[config.mk]
export PLATFORM = sky130hd
export DESIGN_NAME = mem_arbiter
export DESIGN_NICKNAME = d
export VERILOG_FILES = /design/src/rtl/mem_arbiter.sv
export SDC_FILE = /design/constraint.sdc
export NUM_CORES = 1
export LEC_CHECK = 0
export ABC_AREA = 1
export BUFFER_PORTS_ARGS = -buffer_cell sky130_fd_sc_hd__buf_2
export CAP_MARGIN = 30
export CELL_PAD_IN_SITES_DETAIL_PLACEMENT = 1
export CELL_PAD_IN_SITES_GLOBAL_PLACEMENT = 1
export CORE_AREA = 2 2 293 295
export DETAILED_ROUTE_END_ITERATION = 10
export DIE_AREA = 0 0 295 297
export GPL_ROUTABILITY_DRIVEN = 0
export PLACE_DENSITY = 0.51
export SLEW_MARGIN = 0
export SYNTH_ARGS = -nofsm -noshare
export SYNTH_HDL_FRONTEND = slang
export SYNTH_SLANG_ARGS = --single-unit
[constraint.sdc]
create_clock -name clock -period 14.5 [get_ports clock]
set_input_delay 2.175 -clock clock [delete_from_list [all_inputs] [get_ports clock]]
set_output_delay 2.175 -clock clock [all_outputs]
set_load 0.01 [all_outputs]
[src/rtl/mem_arbiter.sv]
// -----------------------------------------------------------------------------
// mem_arbiter
//
// Shares the single memory port between ICache line refills (read-only) and
// DCache reads/writes. Each access runs for MEM_LATENCY cycles in BUSY, then
// spends one cycle in DONE, where a one-cycle ready pulse goes to the cache
// that owns the access. When both caches request at the same time, the cache
// that did not win the previous grant is served (last-granted-loses).
//
// Ports:
//   clock, reset            system clock, asynchronous active-high reset
//   ic_req/ic_addr          ICache read request (held until ic_ready)
//   ic_rdata/ic_ready       ICache read data, valid with the ready pulse
//   dc_req/dc_we/dc_addr/dc_wdata
//                           DCache request (held until dc_ready)
//   dc_rdata/dc_ready       DCache read data, valid with the ready pulse
//   mem_req/mem_we/mem_addr/mem_wdata
//                           memory access; stable for the whole access
//   mem_rdata               memory read data, valid on the last BUSY cycle
//   arb_busy                high whenever an access is in BUSY or DONE
// -----------------------------------------------------------------------------
module mem_arbiter #(
    parameter int ADDR_W      = 32,
    parameter int DATA_W      = 128,
    parameter int MEM_LATENCY = 5
) (
    input  logic              clock,
    input  logic              reset,
    input  logic              ic_req,
    input  logic [ADDR_W-1:0] ic_addr,
    output logic [DATA_W-1:0] ic_rdata,
    output logic              ic_ready,
    input  logic              dc_req,
    input  logic              dc_we,
    input  logic [ADDR_W-1:0] dc_addr,
    input  logic [DATA_W-1:0] dc_wdata,
    output logic [DATA_W-1:0] dc_rdata,
    output logic              dc_ready,
    output logic              mem_req,
    output logic              mem_we,
    output logic [ADDR_W-1:0] mem_addr,
    output logic [DATA_W-1:0] mem_wdata,
    input  logic [DATA_W-1:0] mem_rdata,
    output logic              arb_busy
);

    localparam logic [1:0] IDLE = 2'd0;
    localparam logic [1:0] BUSY = 2'd1;
    localparam logic [1:0] DONE = 2'd2;

    localparam logic OWNER_IC = 1'b0;
    localparam logic OWNER_DC = 1'b1;

    // Count value on the final BUSY cycle, when mem_rdata is valid.
    localparam logic [3:0] LAST_COUNT = 4'(MEM_LATENCY - 1);

    logic [1:0]        state;
    logic [3:0]        count;
    logic              owner;
    logic              last_grant;
    logic [DATA_W-1:0] rdata_q;
    logic              pick_dc;

    // Arbitration decision: DCache wins when it is the only requester, or
    // when both request and the ICache was the last one served.
    always_comb begin
        pick_dc = dc_req & (~ic_req | (last_grant == OWNER_IC));
    end

    // Access sequencer: grant in IDLE, hold the captured access in BUSY,
    // pulse the owner's ready in DONE.
    always_ff @(posedge clock or posedge reset) begin
        if (reset) begin
            state      <= IDLE;
            count      <= 4'd0;
            owner      <= OWNER_IC;
            last_grant <= OWNER_IC;
            rdata_q    <= '0;
            mem_req    <= 1'b0;
            mem_we     <= 1'b0;
            mem_addr   <= '0;
            mem_wdata  <= '0;
            ic_ready   <= 1'b0;
            dc_ready   <= 1'b0;
            arb_busy   <= 1'b0;
        end else begin
            case (state)
                IDLE: begin
                    if (ic_req || dc_req) begin
                        state      <= BUSY;
                        count      <= 4'd0;
                        owner      <= pick_dc;
                        last_grant <= pick_dc;
                        mem_req    <= 1'b1;
                        // ICache accesses are always reads.
                        mem_we     <= pick_dc & dc_we;
                        mem_addr   <= pick_dc ? dc_addr : ic_addr;
                        mem_wdata  <= pick_dc ? dc_wdata : '0;
                        arb_busy   <= 1'b1;
                    end else begin
                        state <= IDLE;
                    end
                end
                BUSY: begin
                    count <= count + 4'd1;
                    if (count == LAST_COUNT) begin
                        // Loaded for writes too; the DCache ignores it then.
                        rdata_q  <= mem_rdata;
                        state    <= DONE;
                        mem_req  <= 1'b0;
                        mem_we   <= 1'b0;
                        ic_ready <= (owner == OWNER_IC);
                        dc_ready <= (owner == OWNER_DC);
                    end else begin
                        state <= BUSY;
                    end
                end
                DONE: begin
                    // Requests are not sampled here, so a requester still
                    // holding req during its ready cycle is not re-granted.
                    state    <= IDLE;
                    ic_ready <= 1'b0;
                    dc_ready <= 1'b0;
                    arb_busy <= 1'b0;
                end
                default: begin
                    state    <= IDLE;
                    mem_req  <= 1'b0;
                    mem_we   <= 1'b0;
                    ic_ready <= 1'b0;
                    dc_ready <= 1'b0;
                    arb_busy <= 1'b0;
                end
            endcase
        end
    end

    assign ic_rdata = rdata_q;
    assign dc_rdata = rdata_q;

endmodule

# ---- After elaboration in Yosys (flattened, before gate mapping)
# Index checks and enable logic that the tools add are counted.
dict set report word_totals {
  ff_bits 300
  inputBits 325
}
dict set report op_classes {
  add_sub_neg 1
  eq_ne 5
  muxes 17
  bitwise_logic 8
  reduce_logical 9
}
# operator n
set op_table {}
lappend op_table {{$mux W128} 1}
lappend op_table {{$mux W32} 1}
lappend op_table {{$reduce_and A2 Y1} 5}
lappend op_table {{$pmux W4 S2} 1}
lappend op_table {{$mux W1} 6}
lappend op_table {{$pmux W1 S2} 3}
lappend op_table {{$pmux W1 S3} 2}
lappend op_table {{$not A1 Y1} 5}
lappend op_table {{$add A4 B1 Y4 const B} 1}
lappend op_table {{$eq A4 B3 Y1 const B} 1}
lappend op_table {{$mux W4} 1}
lappend op_table {{$ne A2 B2 Y1 const B} 2}
lappend op_table {{$pmux W2 S2} 1}
lappend op_table {{$reduce_and A3 Y1} 1}
lappend op_table {{$and A1 B1 Y1} 2}
lappend op_table {{$eq A2 B1 Y1 const B} 1}
lappend op_table {{$eq A2 B2 Y1 const B} 1}
lappend op_table {{$logic_not A2 Y1} 1}
lappend op_table {{$mux W2} 1}
lappend op_table {{$reduce_bool A2 Y1} 1}
lappend op_table {{$logic_or A1 B1 Y1} 1}
lappend op_table {{$or A1 B1 Y1} 1}

# ---- Depth between registers and ports, before layout
dict set report depth {
  ltp_word 6
  mapped_depth 9
  mapped_depth_nobuf 7
}

# ---- Worst setup path before layout
# No wires, ideal clock.
dict set report synth_path {
  kind {input to register}
  start {in dc_req}
  end {reg state[0]}
  setup_time_ps 130
  t_arrival_ps 2978
  required_time_ps 14370
  slack_ps 11392
  stages 7
  cell_sequence {buf_4 inv_2 nand2_1 nand2_1 buf_2 buf_2 o21ai_0}
}
dict set report synth_via {
  elab_chain_cells 3
}
# item line_no
set synth_rtl {}
lappend synth_rtl {{start, declared} 33} ;# input logic dc_req,
lappend synth_rtl {{$logic_or A1 B1 Y1} 89} ;# if (ic_req || dc_req) begin
lappend synth_rtl {{$mux W1} 89}
lappend synth_rtl {{$pmux W2 S2} 87} ;# case (state)
lappend synth_rtl {{end signal, assigned} 90} ;# state <= BUSY;
lappend synth_rtl {{end signal, assigned} 101} ;# state <= IDLE;
lappend synth_rtl {{end signal, assigned} 109} ;# state <= DONE;
lappend synth_rtl {{end, declared} 57} ;# logic [1:0] state;
# No other way between the ends.
# A chain may end at the register's enable or synchronous reset.

# ---- Worst setup path after layout
dict set report layout_path {
  start {in dc_req}
  end {reg mem_wdata[22]}
}
dict set report layout_via {
  elab_chain_cells 2
  elab_cells_between_ends 4
  classes_between {1 x mux; 1 x bitwise; 2 x reduce/logical}
}
# item line_no
set layout_rtl {}
lappend layout_rtl {{$and A1 B1 Y1 or $logic_or A1 B1 Y1 (tied branches)} {67, 89}}
lappend layout_rtl {{$mux W128 or $reduce_and A2 Y1 (tied branches)} n/a}
lappend layout_rtl {{end signal, assigned} 98} ;# mem_wdata <= pick_dc ? dc_wdata : '0;
lappend layout_rtl {{end, declared} 42} ;# output logic [DATA_W-1:0] mem_wdata,
# Parallel ways exist; a longest one is shown, timed or not.

==> run_results.csv <==
group,metric,value,unit
die,core_area,84500,sq um
synth,synth_seq_cells,300,
die,start_util,15.2,%
timing,fin_skew,0.0184,ns
detailed_routing,drc_errors,0,
placed_design,place_ws,9.27,ns
placed_design,dp.cells,3229,
clock_network,clock_latency,0.54,ns
timing,post-route-period-util,31.7,%
power,peakVddDrop,68.6,uV
power,p_comb_share,38.4,%
finish,fin_nets,2455,
synth,netlist_area,12800,sq um
clock_network,ctsHoldBuffers,0,
worst_setup_path,endpoint_kind,"flop",
finish,layoutNonFillerInstCount,3309,
clock_network,clk_path_buf_depth,3,
power,p_seq_share,36.9,%
worst_setup_path,crit_chain,"buf_2, nand2_1, nor2_4, buf_4, buf_4, nand2_1, nand2_1",
worst_setup_path,crit_top_cell,"nand2_1",
timing,slew_headroom,39.2,%
global_routing,grt_pass1_wl,77.3,mm
global_routing,grt_use_met2,20.2,%
detailed_routing,routedWlPerCell,15.4,um
timing,grt_setup_unrepaired,"no",
clock_network,clk_pin_slew,0.06,ns
timing,tightest_slew,0.912,ns
die,dieArea,87600,sq um
timing,timing.final.hold_violations,0,
placed_design,numPortBuffers,745,
synth,syn_nets,1853,
worst_setup_path,max_stage_delay,0.67,ns
global_routing,grt_use_met3,3.89,%
synth,postSynthCellCount,1526,
synth,ys_types,17,
power,p_int,2.34,mW
finish,drive_above_1_share,38.7,%
synth,yosys_warnings,0,
detailed_routing,dr.pass1.iters,4,
global_routing,grt.total_usage,11.3,%
timing,finalSetupTns,0,ns
detailed_routing,initialDrtViolationCount,381,
die,boundaryPins,746,
clock_network,cts-resized-gates,0,
detailed_routing,finalWirelength,51.1,mm
placed_design,place_hpwl,38.7,mm
synth,synth.largest_area_cell,"dfrtp_1",
worst_setup_path,crit_family,"buffers and inverters",
timing,slew_violations,0,
synth,synth_top_area_share,58.6,%
hold_path,hold_path.class,"reg -> reg",
clock_network,htree_levels,2,
clock_network,root_buffer,"clkbuf_16",
power,switching_power,1.58,mW
status,status,"completed",
finish,syn_to_final_growth,41.8,%
worst_setup_path,critPathMaxFanout,64,
worst_setup_path,cp.required,14.99,ns
run,maxCapViolCount,0,
synth,yosysSeqAreaShare,58.6,%
die,rows,107,
worst_setup_path,slowest_stage,"buf_4",
global_routing,grt_pass1_vias,12700,
global_routing,antenna_found_initial,16,
global_routing,grt_overflow,0,
clock_network,post_cts_buffers,0,
worst_setup_path,crit_path_start_kind,"input port",
global_routing,grt_max_degree,95,
power,leakagePower,10.7,nW
timing,setup_viol,0,
global_routing,grt_busiest_layer,"met2",
clock_network,clock_sinks,300,
die,die_h,297,um
clock_network,cts_tree,"done",
timing,fmax,218,MHz
timing,period_minus_slack,4.59,ns
worst_setup_path,cp_num_buf_inv,3,
detailed_routing,ant_nets,0,
timing,fin_ws,9.91,ns
power,p_per_area,216,nW/um^2
global_routing,met1_usage,12.2,%
detailed_routing,vias_per_cell,3.62,
power,p_clk_share,24.8,%
clock_network,cts_buffers,39,
power,swShare,40.3,%
detailed_routing,vias,12000,
synth,synth_area_leaders,"dfrtp_1 (59%), nand2_1 (28%), buf_4 (8.9%)",
worst_setup_path,arrival,5.08,ns
synth,synth.avg_cell_area,8.40,sq um
die,die_w,295,um
timing,hold_ws,0.473,ns
worst_setup_path,path_class,"in -> reg",
finish,fillers,10200,
synthesized netlist by cell type (all sizes together):
library cell and instances:
a21oi 1, buf 195, clkbuf 6, dfrtp 300, ha 2, inv 14
nand2 957, nand3 38, nand4 1, nor2 5, o21ai 6, or2 1
flip-flops by register name, indices dropped and copies added, names as in the netlist, 2 cells and up:
| signal | cells |
|---|---|
| mem_addr | 32 |
| state | 2 |
| dc_rdata | 128 |
| mem_wdata | 128 |
| count | 4 |
worst register-to-register path, stage by stage (launching register included):
cell,delay [ns]
dfrtp_1,0.43
nand2_1,0.24
buf_16,0.22
nand2_1,0.41
nor2_4,0.25
buf_4,0.56
buf_4,0.69
nand2_1,0.18
nand2_1,0.10
stage by stage:
| stage | cell area (sq um) | utilization (%) | power [mW] |
|---|---|---|---|
| finish | 18200 | 21.5 | 3.92 |
| global route | 18200 | 21.5 | 4.24 |
| CTS | 18100 | 21.4 | 4.02 |
| detailed placement | 16800 | 19.9 | 3.00 |
| global placement | 16700 | 19.8 | 2.95 |
| floorplan | 12800 | - | 2.40 |
cell type report:
cell class	count	area (sq um)	share of cell area (%)
Antenna cell	9	22.5	0.124
Clock buffer	52	1130	6.19
Clock inverter	17	158	0.867
Inverter	14	62.6	0.344
Multi-Input combinational cell	1011	3900	21.4
Sequential cell	300	7510	41.3
Tap cell	1144	1430	7.87
Timing Repair Buffer	762	3980	21.9
layer usage:
metal,routed length (um),vias to the layer above
li1,-,5699
met1,19200,5728
met2,25700,452
met3,4400,90
met4,1700,8
met5,52,-
cells by family (layout without fill, tap and decap cells):
kind of cell | after synthesis | count (layout) | share of synthesized area [%]
AOI/OAI and AO/OA | 7 | 7 | 0.273
buffers and inverters | 215 | 845 | 11.2
and+or+nand+nor | 1002 | 1002 | 29.8
DFF | 300 | 300 | 58.6
adders and majority gates | 2 | 2 | 0.195
other | 0 | 9 | 0
power by group through the flow:
stage / clock network [mW] / logic [mW] / registers, mW
3_3_place_gp: 0 / 1.50 / 1.44
6_report: 0.972 / 1.51 / 1.45
2_1_floorplan: 0 / 0.845 / 1.56
5_1_grt: 1.05 / 1.69 / 1.50
3_5_place_dp: 0 / 1.55 / 1.46
4_1_cts: 1.02 / 1.55 / 1.45
layout by cell type (no fill, tap or decap):
master       n
inv_6        1
clkinv_2    11
diode_2      9
nand2_4      1
clkbuf_8     8
nand2_1    956
buf_4       11
dfrtp_1    300
a21oi_1      1
inv_2        2
buf_2      745
clkbuf_16   40
buf_16       6
clkinv_8     1
nand3_1     38
clkinv_4     2
inv_1       10
bufinv_16    2
nand4_1      1
inv_4        1
clkbuf_1     4
o21ai_0      6
or2_2        1
ha_1         2
inv_8        1
nor2_1       3
nor2_4       2
worst paths after layout:
path	startpoint	endpoint	slack [ns]	cells after the start
hold reg to reg	mem_addr[5]$_DFFE_PP0P_	mem_addr[5]$_DFFE_PP0P_	0.47	2
setup reg to reg	last_grant$_DFFE_PP0P_	mem_wdata[22]$_DFFE_PP0P_	11.36	8
hold / removal	mem_addr[5]$_DFFE_PP0P_	mem_addr[5]$_DFFE_PP0P_	0.47	2
max in group asynchronous	reset	mem_wdata[31]$_DFFE_PP0P_	10.73	4
min in group asynchronous	reset	dc_rdata[60]$_DFFE_PP0P_	1.64	2
setup / recovery	dc_req	mem_wdata[22]$_DFFE_PP0P_	9.91	7
No activity file was read; power rests on OpenSTA's default activity.
